<file path="src/rtl/axis_arb_pkg.sv">
`default_nettype none
// ============================================================================
//  Module      : axis_arb_pkg
//  Description : Shared types and constants for the two-source C2H arbiter.
//  Revision    : 1.0 - initial release
// ============================================================================
package axis_arb_pkg;

    localparam int NUM_SOURCES         = 2;
    localparam int DEFAULT_DATA_WIDTH  = 64;
    localparam int DEFAULT_COUNT_WIDTH = 32;

    typedef enum logic [0:0] {
        ST_IDLE   = 1'b0,
        ST_LOCKED = 1'b1
    } arb_state_e;

endpackage
`default_nettype wire

</file>
<file path="src/rtl/axis_c2h_arbiter_if.sv">
`default_nettype none
// ============================================================================
//  Module      : axis_c2h_arbiter_if
//  Description : AXI-Stream bundle (tdata/tkeep/tlast/tvalid/tready).
//  Revision    : 1.0 - initial release
// ============================================================================
interface axis_c2h_arbiter_if
    import axis_arb_pkg::*;
#(
    parameter int DATA_WIDTH = DEFAULT_DATA_WIDTH
) ();

    logic [DATA_WIDTH-1:0]   tdata;
    logic [DATA_WIDTH/8-1:0] tkeep;
    logic                    tlast;
    logic                    tvalid;
    logic                    tready;

    modport master (output tdata, output tkeep, output tlast, output tvalid, input  tready);
    modport slave  (input  tdata, input  tkeep, input  tlast, input  tvalid, output tready);

endinterface
`default_nettype wire

</file>
<file path="src/rtl/axis_reg_stage.sv">
`default_nettype none
// ============================================================================
//  Module      : axis_reg_stage
//  Description : Single-entry AXI-Stream register slice, ready = ~valid | m_tready.
//  Revision    : 1.0 - initial release
// ============================================================================
module axis_reg_stage
    import axis_arb_pkg::*;
#(
    parameter int DATA_WIDTH = DEFAULT_DATA_WIDTH
) (
    input  wire logic                    clk,
    input  wire logic                    rst,
    input  wire logic [DATA_WIDTH-1:0]   s_tdata_i,
    input  wire logic [DATA_WIDTH/8-1:0] s_tkeep_i,
    input  wire logic                    s_tlast_i,
    input  wire logic                    s_tvalid_i,
    output logic                         s_tready_o,
    output logic [DATA_WIDTH-1:0]        m_tdata_o,
    output logic [DATA_WIDTH/8-1:0]      m_tkeep_o,
    output logic                         m_tlast_o,
    output logic                         m_tvalid_o,
    input  wire logic                    m_tready_i
);

    logic [DATA_WIDTH-1:0]   tdata_q;
    logic [DATA_WIDTH/8-1:0] tkeep_q;
    logic                    tlast_q;
    logic                    tvalid_q;

    assign s_tready_o = ~tvalid_q | m_tready_i;

    always_ff @(posedge clk) begin
        if (rst) begin
            tdata_q  <= '0;
            tkeep_q  <= '0;
            tlast_q  <= 1'b0;
            tvalid_q <= 1'b0;
        end else if (s_tvalid_i && s_tready_o) begin
            tdata_q  <= s_tdata_i;
            tkeep_q  <= s_tkeep_i;
            tlast_q  <= s_tlast_i;
            tvalid_q <= 1'b1;
        end else if (m_tready_i) begin
            tvalid_q <= 1'b0;
        end
    end

    assign m_tdata_o  = tdata_q;
    assign m_tkeep_o  = tkeep_q;
    assign m_tlast_o  = tlast_q;
    assign m_tvalid_o = tvalid_q;

endmodule
`default_nettype wire

</file>
<file path="src/rtl/axis_c2h_arbiter.sv">
`default_nettype none
// ============================================================================
//  Module      : axis_c2h_arbiter
//  Description : Packet-locked round-robin merge of two AXI-Stream sources.
//  Revision    : 1.0 - initial release
// ============================================================================
module axis_c2h_arbiter
    import axis_arb_pkg::*;
#(
    parameter int DATA_WIDTH  = DEFAULT_DATA_WIDTH,
    parameter int COUNT_WIDTH = DEFAULT_COUNT_WIDTH
) (
    input  wire logic                   AXI_clock,
    input  wire logic                   AXI_reset,
    axis_c2h_arbiter_if.slave           S0,
    axis_c2h_arbiter_if.slave           S1,
    axis_c2h_arbiter_if.master          M,
    input  wire logic [NUM_SOURCES-1:0] ARB_enable,
    input  wire logic                   ARB_count_clear,
    output logic [COUNT_WIDTH-1:0]      ARB_pkt_count0,
    output logic [COUNT_WIDTH-1:0]      ARB_pkt_count1,
    output logic                        ARB_busy
);

    localparam int KEEP_WIDTH = DATA_WIDTH / 8;

    arb_state_e state_q, state_d;
    logic       grant_q, grant_d;
    logic       last_grant_q, last_grant_d;

    logic [NUM_SOURCES-1:0] w_req;
    logic                   w_pick;
    logic [DATA_WIDTH-1:0]  w_sel_tdata;
    logic [KEEP_WIDTH-1:0]  w_sel_tkeep;
    logic                   w_sel_tlast;
    logic                   w_sel_tvalid;
    logic                   w_sel_tready;
    logic                   w_up_ready;
    logic                   w_accept;

    logic [COUNT_WIDTH-1:0] cnt_q [NUM_SOURCES];
    logic [COUNT_WIDTH-1:0] cnt_d [NUM_SOURCES];

    // On a tie the source that did not win last time gets the grant.
    always_comb begin
        w_req = {S1.tvalid & ARB_enable[1], S0.tvalid & ARB_enable[0]};
        if (&w_req) begin
            w_pick = ~last_grant_q;
        end else begin
            w_pick = ~w_req[0];
        end
    end

    always_comb begin
        w_sel_tdata  = grant_q ? S1.tdata  : S0.tdata;
        w_sel_tkeep  = grant_q ? S1.tkeep  : S0.tkeep;
        w_sel_tlast  = grant_q ? S1.tlast  : S0.tlast;
        w_sel_tvalid = grant_q ? S1.tvalid : S0.tvalid;
        // Reset gating keeps the source from seeing a handshake that is about to be discarded.
        w_sel_tready = (state_q == ST_LOCKED) & w_up_ready & ~AXI_reset;
        w_accept     = w_sel_tvalid & w_sel_tready;
    end

    assign S0.tready = w_sel_tready & ~grant_q;
    assign S1.tready = w_sel_tready &  grant_q;

    always_comb begin
        state_d      = state_q;
        grant_d      = grant_q;
        last_grant_d = last_grant_q;
        case (state_q)
            ST_IDLE: begin
                if (|w_req) begin
                    state_d      = ST_LOCKED;
                    grant_d      = w_pick;
                    last_grant_d = w_pick;
                end
            end
            ST_LOCKED: begin
                if (w_accept && w_sel_tlast) begin
                    state_d = ST_IDLE;
                end
            end
            default: state_d = ST_IDLE;
        endcase
    end

    always_ff @(posedge AXI_clock) begin
        if (AXI_reset) begin
            state_q      <= ST_IDLE;
            grant_q      <= 1'b0;
            last_grant_q <= 1'b1;
        end else begin
            state_q      <= state_d;
            grant_q      <= grant_d;
            last_grant_q <= last_grant_d;
        end
    end

    generate
        for (genvar i = 0; i < NUM_SOURCES; i++) begin : g_cnt
            always_comb begin
                cnt_d[i] = cnt_q[i];
                if (ARB_count_clear) begin
                    cnt_d[i] = '0;
                end else if (w_accept && w_sel_tlast && (grant_q == 1'(i))) begin
                    cnt_d[i] = cnt_q[i] + 1'b1;
                end
            end

            always_ff @(posedge AXI_clock) begin
                if (AXI_reset) begin
                    cnt_q[i] <= '0;
                end else begin
                    cnt_q[i] <= cnt_d[i];
                end
            end
        end
    endgenerate

    assign ARB_pkt_count0 = cnt_q[0];
    assign ARB_pkt_count1 = cnt_q[1];

    axis_reg_stage #(
        .DATA_WIDTH (DATA_WIDTH)
    ) u_out_reg (
        .clk        (AXI_clock),
        .rst        (AXI_reset),
        .s_tdata_i  (w_sel_tdata),
        .s_tkeep_i  (w_sel_tkeep),
        .s_tlast_i  (w_sel_tlast),
        .s_tvalid_i (w_accept),
        .s_tready_o (w_up_ready),
        .m_tdata_o  (M.tdata),
        .m_tkeep_o  (M.tkeep),
        .m_tlast_o  (M.tlast),
        .m_tvalid_o (M.tvalid),
        .m_tready_i (M.tready)
    );

    assign ARB_busy = (state_q == ST_LOCKED) | M.tvalid;

endmodule
`default_nettype wire

</file>
<file path="src/flat_wrapper.sv">
// flat-port wrapper written by rule: the top's interface ports become plain ports
module axis_c2h_arbiter_flat import axis_arb_pkg::*;
#(
    parameter int DATA_WIDTH  = DEFAULT_DATA_WIDTH,
    parameter int COUNT_WIDTH = DEFAULT_COUNT_WIDTH
)
  (AXI_clock, AXI_reset, ARB_enable, ARB_count_clear, ARB_pkt_count0, ARB_pkt_count1, ARB_busy, S0_tdata, S0_tkeep, S0_tlast, S0_tvalid, S0_tready, S1_tdata, S1_tkeep, S1_tlast, S1_tvalid, S1_tready, M_tdata, M_tkeep, M_tlast, M_tvalid, M_tready);
  axis_c2h_arbiter_if #(.DATA_WIDTH(DATA_WIDTH)) S0_i ();
  axis_c2h_arbiter_if #(.DATA_WIDTH(DATA_WIDTH)) S1_i ();
  axis_c2h_arbiter_if #(.DATA_WIDTH(DATA_WIDTH)) M_i ();
  input  wire logic AXI_clock;
  input  wire logic AXI_reset;
  input  wire logic [NUM_SOURCES-1:0] ARB_enable;
  input  wire logic ARB_count_clear;
  output logic [COUNT_WIDTH-1:0] ARB_pkt_count0;
  output logic [COUNT_WIDTH-1:0] ARB_pkt_count1;
  output logic ARB_busy;
  input wire logic [$bits(S0_i.tdata)-1:0] S0_tdata;
  input wire logic [$bits(S0_i.tkeep)-1:0] S0_tkeep;
  input wire logic [$bits(S0_i.tlast)-1:0] S0_tlast;
  input wire logic [$bits(S0_i.tvalid)-1:0] S0_tvalid;
  output wire logic [$bits(S0_i.tready)-1:0] S0_tready;
  input wire logic [$bits(S1_i.tdata)-1:0] S1_tdata;
  input wire logic [$bits(S1_i.tkeep)-1:0] S1_tkeep;
  input wire logic [$bits(S1_i.tlast)-1:0] S1_tlast;
  input wire logic [$bits(S1_i.tvalid)-1:0] S1_tvalid;
  output wire logic [$bits(S1_i.tready)-1:0] S1_tready;
  output wire logic [$bits(M_i.tdata)-1:0] M_tdata;
  output wire logic [$bits(M_i.tkeep)-1:0] M_tkeep;
  output wire logic [$bits(M_i.tlast)-1:0] M_tlast;
  output wire logic [$bits(M_i.tvalid)-1:0] M_tvalid;
  input wire logic [$bits(M_i.tready)-1:0] M_tready;
  assign S0_i.tdata = S0_tdata;
  assign S0_i.tkeep = S0_tkeep;
  assign S0_i.tlast = S0_tlast;
  assign S0_i.tvalid = S0_tvalid;
  assign S0_tready = S0_i.tready;
  assign S1_i.tdata = S1_tdata;
  assign S1_i.tkeep = S1_tkeep;
  assign S1_i.tlast = S1_tlast;
  assign S1_i.tvalid = S1_tvalid;
  assign S1_tready = S1_i.tready;
  assign M_tdata = M_i.tdata;
  assign M_tkeep = M_i.tkeep;
  assign M_tlast = M_i.tlast;
  assign M_tvalid = M_i.tvalid;
  assign M_i.tready = M_tready;
  axis_c2h_arbiter #(.DATA_WIDTH(DATA_WIDTH), .COUNT_WIDTH(COUNT_WIDTH)) u_core (.AXI_clock(AXI_clock), .AXI_reset(AXI_reset), .S0(S0_i), .S1(S1_i), .M(M_i), .ARB_enable(ARB_enable), .ARB_count_clear(ARB_count_clear), .ARB_pkt_count0(ARB_pkt_count0), .ARB_pkt_count1(ARB_pkt_count1), .ARB_busy(ARB_busy));
endmodule
</file>
<file path="config.mk">
export PLATFORM = sky130hd
export DESIGN_NAME = axis_c2h_arbiter_flat
export DESIGN_NICKNAME = d
export VERILOG_FILES = /design/src/rtl/axis_arb_pkg.sv /design/src/rtl/axis_c2h_arbiter_if.sv /design/src/rtl/axis_reg_stage.sv /design/src/rtl/axis_c2h_arbiter.sv /design/src/flat_wrapper.sv
export SDC_FILE = /design/constraint.sdc
export NUM_CORES = 1
export LEC_CHECK = 0
export BUFFER_PORTS_ARGS = -buffer_cell sky130_fd_sc_hd__buf_2
export CAP_MARGIN = 10
export CORE_ASPECT_RATIO = 0.5
export CORE_UTILIZATION = 45
export CTS_CLUSTER_SIZE = 20
export DETAILED_ROUTE_END_ITERATION = 8
export PLACE_DENSITY = 0.74
export SYNTH_ARGS = -nofsm -noshare
export SYNTH_HDL_FRONTEND = slang
export SYNTH_SLANG_ARGS = --single-unit
export TNS_END_PERCENT = 100
</file>
<file path="constraint.sdc">
create_clock -name AXI_clock -period 2.72 [get_ports AXI_clock]
set_input_delay 0.272 -clock AXI_clock [delete_from_list [all_inputs] [get_ports AXI_clock]]
set_output_delay 0.272 -clock AXI_clock [all_outputs]
set_load 0.01 [all_outputs]
</file>
* Word-level counts from Yosys, hierarchy flattened
Memory sizes are Yosys's and may differ from the RTL's. Index checks and enable logic that the tools add are counted.
Cells by class: $add $sub $neg 2, mux-type cells 19, bitwise gates (word level) 17, reductions and logical operators 8
Operators with widths (count):
- 32-bit two-way mux | 6
- 32-bit by 1-bit adder with 32-bit output (second input constant) | 2
- 64-bit two-way mux | 1
- 1-bit two-way mux | 10
- 8-bit two-way mux | 1
- 1-bit AND | 7
- 1-bit NOT | 6
- 1-bit logical AND | 4
- 1-bit bitwise OR | 4
- 2-bit AND reduction | 2
- 1-bit one-hot mux with 2 select lines | 1
- 2-bit nonzero test | 1
- 2-bit OR reduction | 1
Storage, ports and cells: bits in registers 77, memory bits (writable) 64, input port bits 154, output and inout bits 141, word-level logic and storage cells 54, memories 1
Memories:
- u_core.cnt_q | depth 2, bits a word 32, rd ports 2, clocked after Yosys merged registers in 0, write ports 2, RTL line axis_c2h_arbiter.sv:41 | logic [COUNT_WIDTH-1:0] cnt_q [NUM_SOURCES];

* Longest topological paths before layout
Gate-level depths: netlist of the first run.
depth after elaboration 10, gate-level depth with buffers 8, mapped depth without buffers 6

* Cells and area by module
A second synthesis of the first run with hierarchy kept.
Second synthesis, totals: cells, all modules 833, area, all modules 7513.5 µm²
Modules (own cells, without submodules):
- axis_c2h_arbiter | times used 1, cells an instance 497, area each 4320.4 µm², seq. area each 1341.3 µm²
- axis_reg_stage | times used 1, cells an instance 336, area each 3193.1 µm², seq. area each 1481.4 µm²

* Least setup slack after synthesis of the first run
OpenSTA, ideal clock, no wires.
kind register to register, from reg u_core.u_out_reg.tvalid_q, in the netlist u_core.u_out_reg.m_tvalid_o, to mem u_core.cnt_q[0][31] (netlist bit), data arrival time 2178 ps, required time 2650 ps, slack 472 ps, stages on the path, launching flop included 8, cell sequence dfxtp_1 > nor2b_1 > buf_6 > or3_1 > or4_1 > buf_2 > or4_1 > a21oi_1
RTL lines:
- start: declaration | RTL line axis_reg_stage.sv:29 | logic tvalid_q;
- start signal: assignment | RTL line axis_reg_stage.sv:38 | tvalid_q <= 1'b0;
- start signal: assignment | RTL line axis_reg_stage.sv:43 | tvalid_q <= 1'b1;
- start signal: assignment | RTL line axis_reg_stage.sv:45 | tvalid_q <= 1'b0;
- end: declaration | RTL line axis_c2h_arbiter.sv:41

==> results.sh, run 1 <==
export IMPL_rsz0062_at_grt="no"
export IMPL_powerDensity_nw_per_um2=585
export IMPL_fin_nets=1141
export IMPL_die_h_microns=86.1
export IMPL_crit_chain="nand2b_2 -> or3_1 -> or4_1 -> or4_1 -> a21oi_1"
export IMPL_final_hold_violation_count=0
export IMPL_io_pins=295
export IMPL_slowest_delay_ps=620
export IMPL_synth_nets=872
export IMPL_core_sq_um=13700
export IMPL_num_rows=30
export IMPL_syn_inst=716
export IMPL_p_comb_share_pct=9.6
export IMPL_synth_area_top_cells="dfxtp_1, mux2i_1, a211oi_1"
export IMPL_dp_final_hpwl_microns=12400
export IMPL_cts_root_buf="clkbuf_16"
export IMPL_cts_sinks=141
export IMPL_cpLargestDelayFamily="simple AND/OR/NAND/NOR gates"
export IMPL_finalCritPeriodShare_pct=87.7
export IMPL_cp_common_cell="or4_1"
export IMPL_hp_start="ARB_count_clear"
export IMPL_antenna_found_initial=1
export IMPL_r2r_setup_slack_ps=330
export IMPL_timing_critical_path_buf_inv=0
export IMPL_power_frac_clock_pct=47.5
export IMPL_gp_congestion=0.812
export IMPL_synthArstFlopShare_pct=0
export IMPL_drive_gt1_share_pct=34.7
export IMPL_synth_edf_count=0
export IMPL_cts_tree="built"
export IMPL_n_antenna_cell=0
export IMPL_min_path_type="input port to flop"
export IMPL_antenna_left=0
export IMPL_cp_slowest_cell="or4_1"
export IMPL_max_cap_violations=0
export IMPL_synth_seq_cells=141
export IMPL_whs_path_depth=3
export IMPL_wirelength_microns=17500
export IMPL_max_freq_ghz=0.419
export IMPL_grt_pass1_wl_microns=27300
export IMPL_p_seq_share_pct=42.9
export IMPL_post_route_util_pct=62.6
export IMPL_crit_arrival_ps=2710
export IMPL_stdcell_count=1189
export IMPL_synth_area_sq_um=6370
export IMPL_drt_vias_per_instance=5.14
export IMPL_fillerInstances=1218
export IMPL_grt_max_degree=147
export IMPL_drc=0
export IMPL_cts_buffers=17
export IMPL_syn2layout_area_growth_pct=34.5
export IMPL_synth_top_area_cell="dfxtp_1"
export IMPL_netlist_area_leader_share_pct=44.3
export IMPL_drtIter0Drc=295
export IMPL_routedWlPerCell_microns=14.7
export IMPL_timing_setup_tns_ps=0
export IMPL_dieArea_sq_um=14700
export IMPL_slew_headroom_pct=40.5
export IMPL_slew_viol_final=0
export IMPL_dp_cells=1158
export IMPL_cts_buffer_depth=2
export IMPL_overflow=0
export IMPL_swShare_pct=23.8
export IMPL_setup_viol=0
export IMPL_reg2regPathDepth=5
export IMPL_cellLeakagePower_uw=0.00355
export IMPL_cts_setup_buffers=0
export IMPL_cts_resized_gates=0
export IMPL_synth_seq_area_share_pct=44.3
export IMPL_internal_power_uw=3820
export IMPL_route_vias_total=6112
export IMPL_fp_dieW_microns=170
export IMPL_start_util_pct=46.5
export IMPL_timing_rr_start="u_core.state_q"
export IMPL_holdWs_ps=170
export IMPL_critPathMaxFanout=8
export IMPL_synth_distinct_cells=38
export IMPL_grt_util_all_layers_pct=23.2
export IMPL_rr_endpoint="u_core.cnt_q[0][31]"
export IMPL_htree_levels=4
export IMPL_status="finished, final reports clean"
export IMPL_holdPathEnd="u_core.cnt_q[1][26]"
export IMPL_peakVddDrop_v=0.000308
export IMPL_worstSkewPairLatency_ps=400
export IMPL_grt_pass1_vias=5581
export IMPL_multi_input_area_sq_um=3300
export IMPL_path_class="flop to flop"
export IMPL_tightest_slew_ps=893
export IMPL_dr_pass1_iters=4
export IMPL_crit_path_end_kind="flop"
export IMPL_synth_flop_cell="dfxtp_1"
export IMPL_cts_hold_buffers=0
export IMPL_fin_skew_ps=9.04
export IMPL_cp_start_kind="flop"
export IMPL_seqCellArea_sq_um=2830
export IMPL_required_ps=3050
export IMPL_syn_mean_instance_area_sq_um=8.90
export IMPL_fin_crit_ps=2390
export IMPL_port_buffers=294
export IMPL_switchingPower_uw=1200
export IMPL_ys_warn_count=0
export IMPL_path_clk_slew_ps=60
==> cell families after synthesis <==
kind of cell,after synthesis,synth area share [%]
xor+xnor,48,6.60
buf+inv,64,3.95
compound gates,106,11.7
mux,74,11.6
simple gates,281,21.4
fa+ha+maj,2,0.393
flops,141,44.3
==> worst max-delay path by stage <==
stage | startpoint | to | depth (start not counted)
finish | u_core.state_q | u_core.cnt_q[0][31] | 5
global route | u_core.state_q | u_core.cnt_q[0][31] | 5
CTS | u_core.state_q | u_core.cnt_q[0][31] | 5
detailed placement | AXI_reset | u_core.cnt_q[0][31] | 6
global placement | AXI_reset | u_core.cnt_q[0][31] | 6
floorplan | u_core.u_out_reg.m_tvalid_o | u_core.cnt_q[0][31] | 7
==> synthesized netlist by cell type (10+ instances only) <==
cell type	instances
clkbuf_1	45
nor2_1	130
and4_1	10
nor4_1	23
nand3_1	19
nand4_1	13
mux2i_1	74
nand2_1	34
a21oi_1	15
and3_1	11
dfxtp_1	141
or3_1	11
xnor2_1	37
a211oi_1	72
nor3_1	11
xor2_1	11
==> state kept, by name, indices dropped and copies added, names as in the netlist <==
name                         count
u_core.u_out_reg.m_tlast_o       1
u_core.u_out_reg.m_tkeep_o       8
u_core.cnt_q                    64
u_core.u_out_reg.m_tvalid_o      1
u_core.u_out_reg.m_tdata_o      64
u_core.last_grant_q              1
u_core.state_q                   1
u_core.grant_q                   1
==> area by class of cell <==
class                   instances  area share (%)
repair buffers                305            18.3
clock inverters                13            1.90
flip-flops and latches        141            33.0
well taps                     192            2.80
clock buffers                  18            5.12
inverters                       9           0.394
multi-input cells             511            38.5
==> per-stage QoR <==
step / total power [uW] / area (sq um) / worst slack (ps)
floorplan: 2460 / 6370 / 472
global placement: 2670 / 7970 / 346
detailed placement: 2680 / 7970 / 314
CTS: 5050 / 8570 / 356
global route: 5190 / 8570 / 264
finish: 5020 / 8570 / 335
==> layer usage <==
layer  wire length, microns  vias to the layer above  GRT usage (%)
li1                       -                     3092              -
met1                   7980                     2840           29.2
met2                   8460                      159           40.3
met3                    825                       19           4.80
met4                    189                        2           6.47
met5                     11                        -              0
==> cells in the final DEF, fill, tap and decap left out, drive strengths merged, types with 18 or more instances in the layout <==
cell type,Yosys,layout
buf,9,305
nand2,34,34
nor2,130,130
nand3,19,19
a211oi,72,72
dfxtp,141,141
clkbuf,46,18
mux2i,74,74
nor4,23,23
xnor2,37,37
==> worst min-delay path, stage by stage <==
cell and delay, ps:
buf_2 100, or3_1 100, o31ai_1 50
==> power by group through the flow <==
stage	logic, uW	registers (uW)	clock network [uW]
floorplan	241	2220	0
global placement	474	2190	0
detailed placement	483	2200	0
CTS	485	2150	2410
global route	530	2160	2500
finish	482	2150	2380
Power figures use the tool's default switching activity.
==> run 2, diff against run 1 <==
Settings changed: CTS_CLUSTER_DIAMETER set to 200, PLACE_DENSITY 0.74 to 0.72, SYNTH_HIERARCHICAL set to 1.
==> run 2 against run 1 <==
Net effect:
- die area increased by 18%
- setup slack better by 97 ps
- routed wire length up 18%
- first-iteration DRC count is 67% higher
- critical path depth increased by 1
- core utilization down 1.6 points
- non-clock buffer count rose by 1
- sequential share of layout area decreased by 3.7 points
- register-to-register slack gained 97 ps
- clock skew decreased by 1.1 ps
- synthesized cell count increased by 16%
- highest routed layer is now met4
==> results.sh, run 2 <==
export IMPL_status="finished, final reports clean"
export IMPL_grt_pass1_wl_microns=33200
export IMPL_final_common_cell="buf_2"
export IMPL_fp_dieW_microns=185
export IMPL_grt_util_all_layers_pct=23.9
export IMPL_crit_arrival_ps=2640
export IMPL_syn_inst=833
export IMPL_num_rows=32
export IMPL_core_sq_um=15900
export IMPL_yosysMostFrequentCell="dfxtp_1"
export IMPL_fin_crit_ps=2290
export IMPL_synth_seq_cells=141
export IMPL_drt_vias_per_instance=5.55
export IMPL_stdcell_count=1321
export IMPL_cp_common_cell="or4_1"
export IMPL_r2r_setup_slack_ps=430
export IMPL_power_frac_clock_pct=49.7
export IMPL_start_util_pct=47.4
export IMPL_cts_root_buf="clkbuf_16"
export IMPL_dpl_instance_area_sq_um=9010
export IMPL_fillerInstances=1419
export IMPL_rsz0062_at_grt="no"
export IMPL_max_cap_violations=0
export IMPL_drive_gt1_share_pct=41.5
export IMPL_n_antenna_cell=0
export IMPL_fin_skew_ps=7.91
export IMPL_grt_max_degree=148
export IMPL_slowest_delay_ps=530
export IMPL_swShare_pct=22.3
export IMPL_overflow=0
export IMPL_crit_path_end_kind="flop"
export IMPL_drc=0
export IMPL_synth_nets=989
export IMPL_switchingPower_uw=1160
export IMPL_dieArea_sq_um=17200
export IMPL_crit_chain="nand2b_4 -> buf_4 -> nand4b_1 -> or4_1 -> or4_1 -> a21oi_1"
export IMPL_antenna_found_initial=0
export IMPL_max_freq_ghz=0.437
export IMPL_cts_hold_buffers=0
export IMPL_drtIter0Drc=494
export IMPL_synth_flop_cell="dfxtp_1"
export IMPL_slew_viol_final=0
export IMPL_finalCritPeriodShare_pct=84.1
export IMPL_antenna_left=0
export IMPL_cts_resized_gates=0
export IMPL_synth_seq_area_share_pct=37.6
export IMPL_fin_nets=1243
export IMPL_tightest_slew_ps=947
export IMPL_cp_slowest_cell="or4_1"
export IMPL_slew_headroom_pct=36.9
export IMPL_fin_area_sq_um=9670
export IMPL_synthArstFlopShare_pct=0
export IMPL_dp_final_hpwl_microns=14500
export IMPL_port_buffers=294
export IMPL_cts_buffer_depth=2
export IMPL_synth_area_sq_um=7510
export IMPL_syn2layout_area_growth_pct=28.7
export IMPL_dp_cells=1289
export IMPL_ys_warn_count=6
export IMPL_cellLeakagePower_uw=0.00392
export IMPL_path_clk_slew_ps=60
export IMPL_syn_mean_instance_area_sq_um=9.02
export IMPL_cp_start_kind="flop"
export IMPL_setup_viol=0
export IMPL_routedWlPerCell_microns=15.7
export IMPL_cts_tree="built"
export IMPL_holdWs_ps=213
export IMPL_cts_setup_buffers=0
export IMPL_dr_pass1_iters=5
export IMPL_io_pins=295
export IMPL_p_seq_share_pct=40.8
export IMPL_timing_setup_tns_ps=0
export IMPL_synth_distinct_cells=46
export IMPL_synth_edf_count=0
export IMPL_synth_area_top_cells="dfxtp_1, mux2_2, a21oi_1"
export IMPL_cts_buffers=17
export IMPL_grt_pass1_vias=6806
export IMPL_gp_congestion=0.861
export IMPL_path_class="flop to flop"
export IMPL_htree_levels=4
export IMPL_wirelength_microns=20700
export IMPL_final_hold_violation_count=0
export IMPL_cts_sinks=141
export IMPL_powerDensity_nw_per_um2=539
export IMPL_worstSkewPairLatency_ps=410
export IMPL_netlist_area_leader_share_pct=37.6
export IMPL_synth_top_area_cell="dfxtp_1"
export IMPL_peakVddDrop_v=0.000436
export IMPL_internal_power_uw=4050
export IMPL_min_path_type="input port to flop"
export IMPL_required_ps=3070
export IMPL_critPathMaxFanout=49
export IMPL_die_h_microns=93.4
export IMPL_synth_common_cells="dfxtp_1, a21oi_1, nand3_1, mux2_2, a21bo_1"
export IMPL_final_cell_mix="buf_2, dfxtp_1, a21oi_1, nand3_1, mux2_2"
export IMPL_route_vias_total=7337
export IMPL_p_comb_share_pct=9.5
run 2: changes by cell type after synthesis, sizes merged, moves of 72 or more:
cell / change
nor2: -111
a21oi: +106
nand3: +76
mux2: +74
a21bo: +73
a211oi: -72
run 2: cells by family after synthesis:
logic type / after synthesis / share of synthesized area, %
compound gates: 249 / 22.8
xor+xnor: 12 / 1.40
fa+ha+maj: 2 / 0.333
buf+inv: 83 / 5.50
flops: 141 / 37.6
mux: 78 / 11.6
simple gates: 268 / 20.8
run 2: layout make-up:
class | count | area (sq um) | area share, %
Clock buffer | 23 | 509 | 5.27
Clock inverter | 9 | 154 | 1.59
Inverter | 12 | 45.0 | 0.466
Multi-Input combinational cell | 609 | 4290 | 44.3
Sequential cell | 141 | 2830 | 29.2
Tap cell | 221 | 277 | 2.86
Timing Repair Buffer | 306 | 1570 | 16.3
run 2: through the flow:
stage | util (%) | setup WS [ps] | total power [uW]
floorplan | - | 479 | 2470
global placement | 56.8 | 525 | 2660
detailed placement | 56.8 | 472 | 2670
CTS | 61.0 | 449 | 5270
global route | 61.0 | 279 | 5400
finish | 61.0 | 432 | 5210
run 2: power by group through the flow:
stage                     Clock (uW)  Sequential (uW)  Combinational [uW]
after floorplan                    0             2180                 290
after global placement             0             2170                 490
after detailed placement           0             2170                 496
after CTS                       2640             2130                 499
after global routing            2730             2130                 542
final                           2590             2130                 497
run 2: final timing paths:
kind,startpoint,to,cells after the start
worst min register to register,u_core/cnt_q[0][31],u_core/cnt_q[0][31],2
worst min-delay path,ARB_count_clear,u_core/cnt_q[0][31],3
worst max-delay path,u_core/u_out_reg/m_tvalid_o,u_core/cnt_q[1][27],6
worst max register to register,u_core/u_out_reg/m_tvalid_o,u_core/cnt_q[1][27],6
run 2: critical path: cells and delay by family, from the launching register on:
family	cells	cell delay, ps
simple gates	4	1290
flops	1	340
buf+inv	1	420
compound gates	1	150
run 2: layer usage:
metal  wire [microns]  vias to the layer above  track usage [%]
met2            10100                      204             40.9
li1                 -                     3648                -
met1             9080                     3452             29.9
met3             1060                       33             4.95
met5                0                        -                0
met4              405                        0             8.68
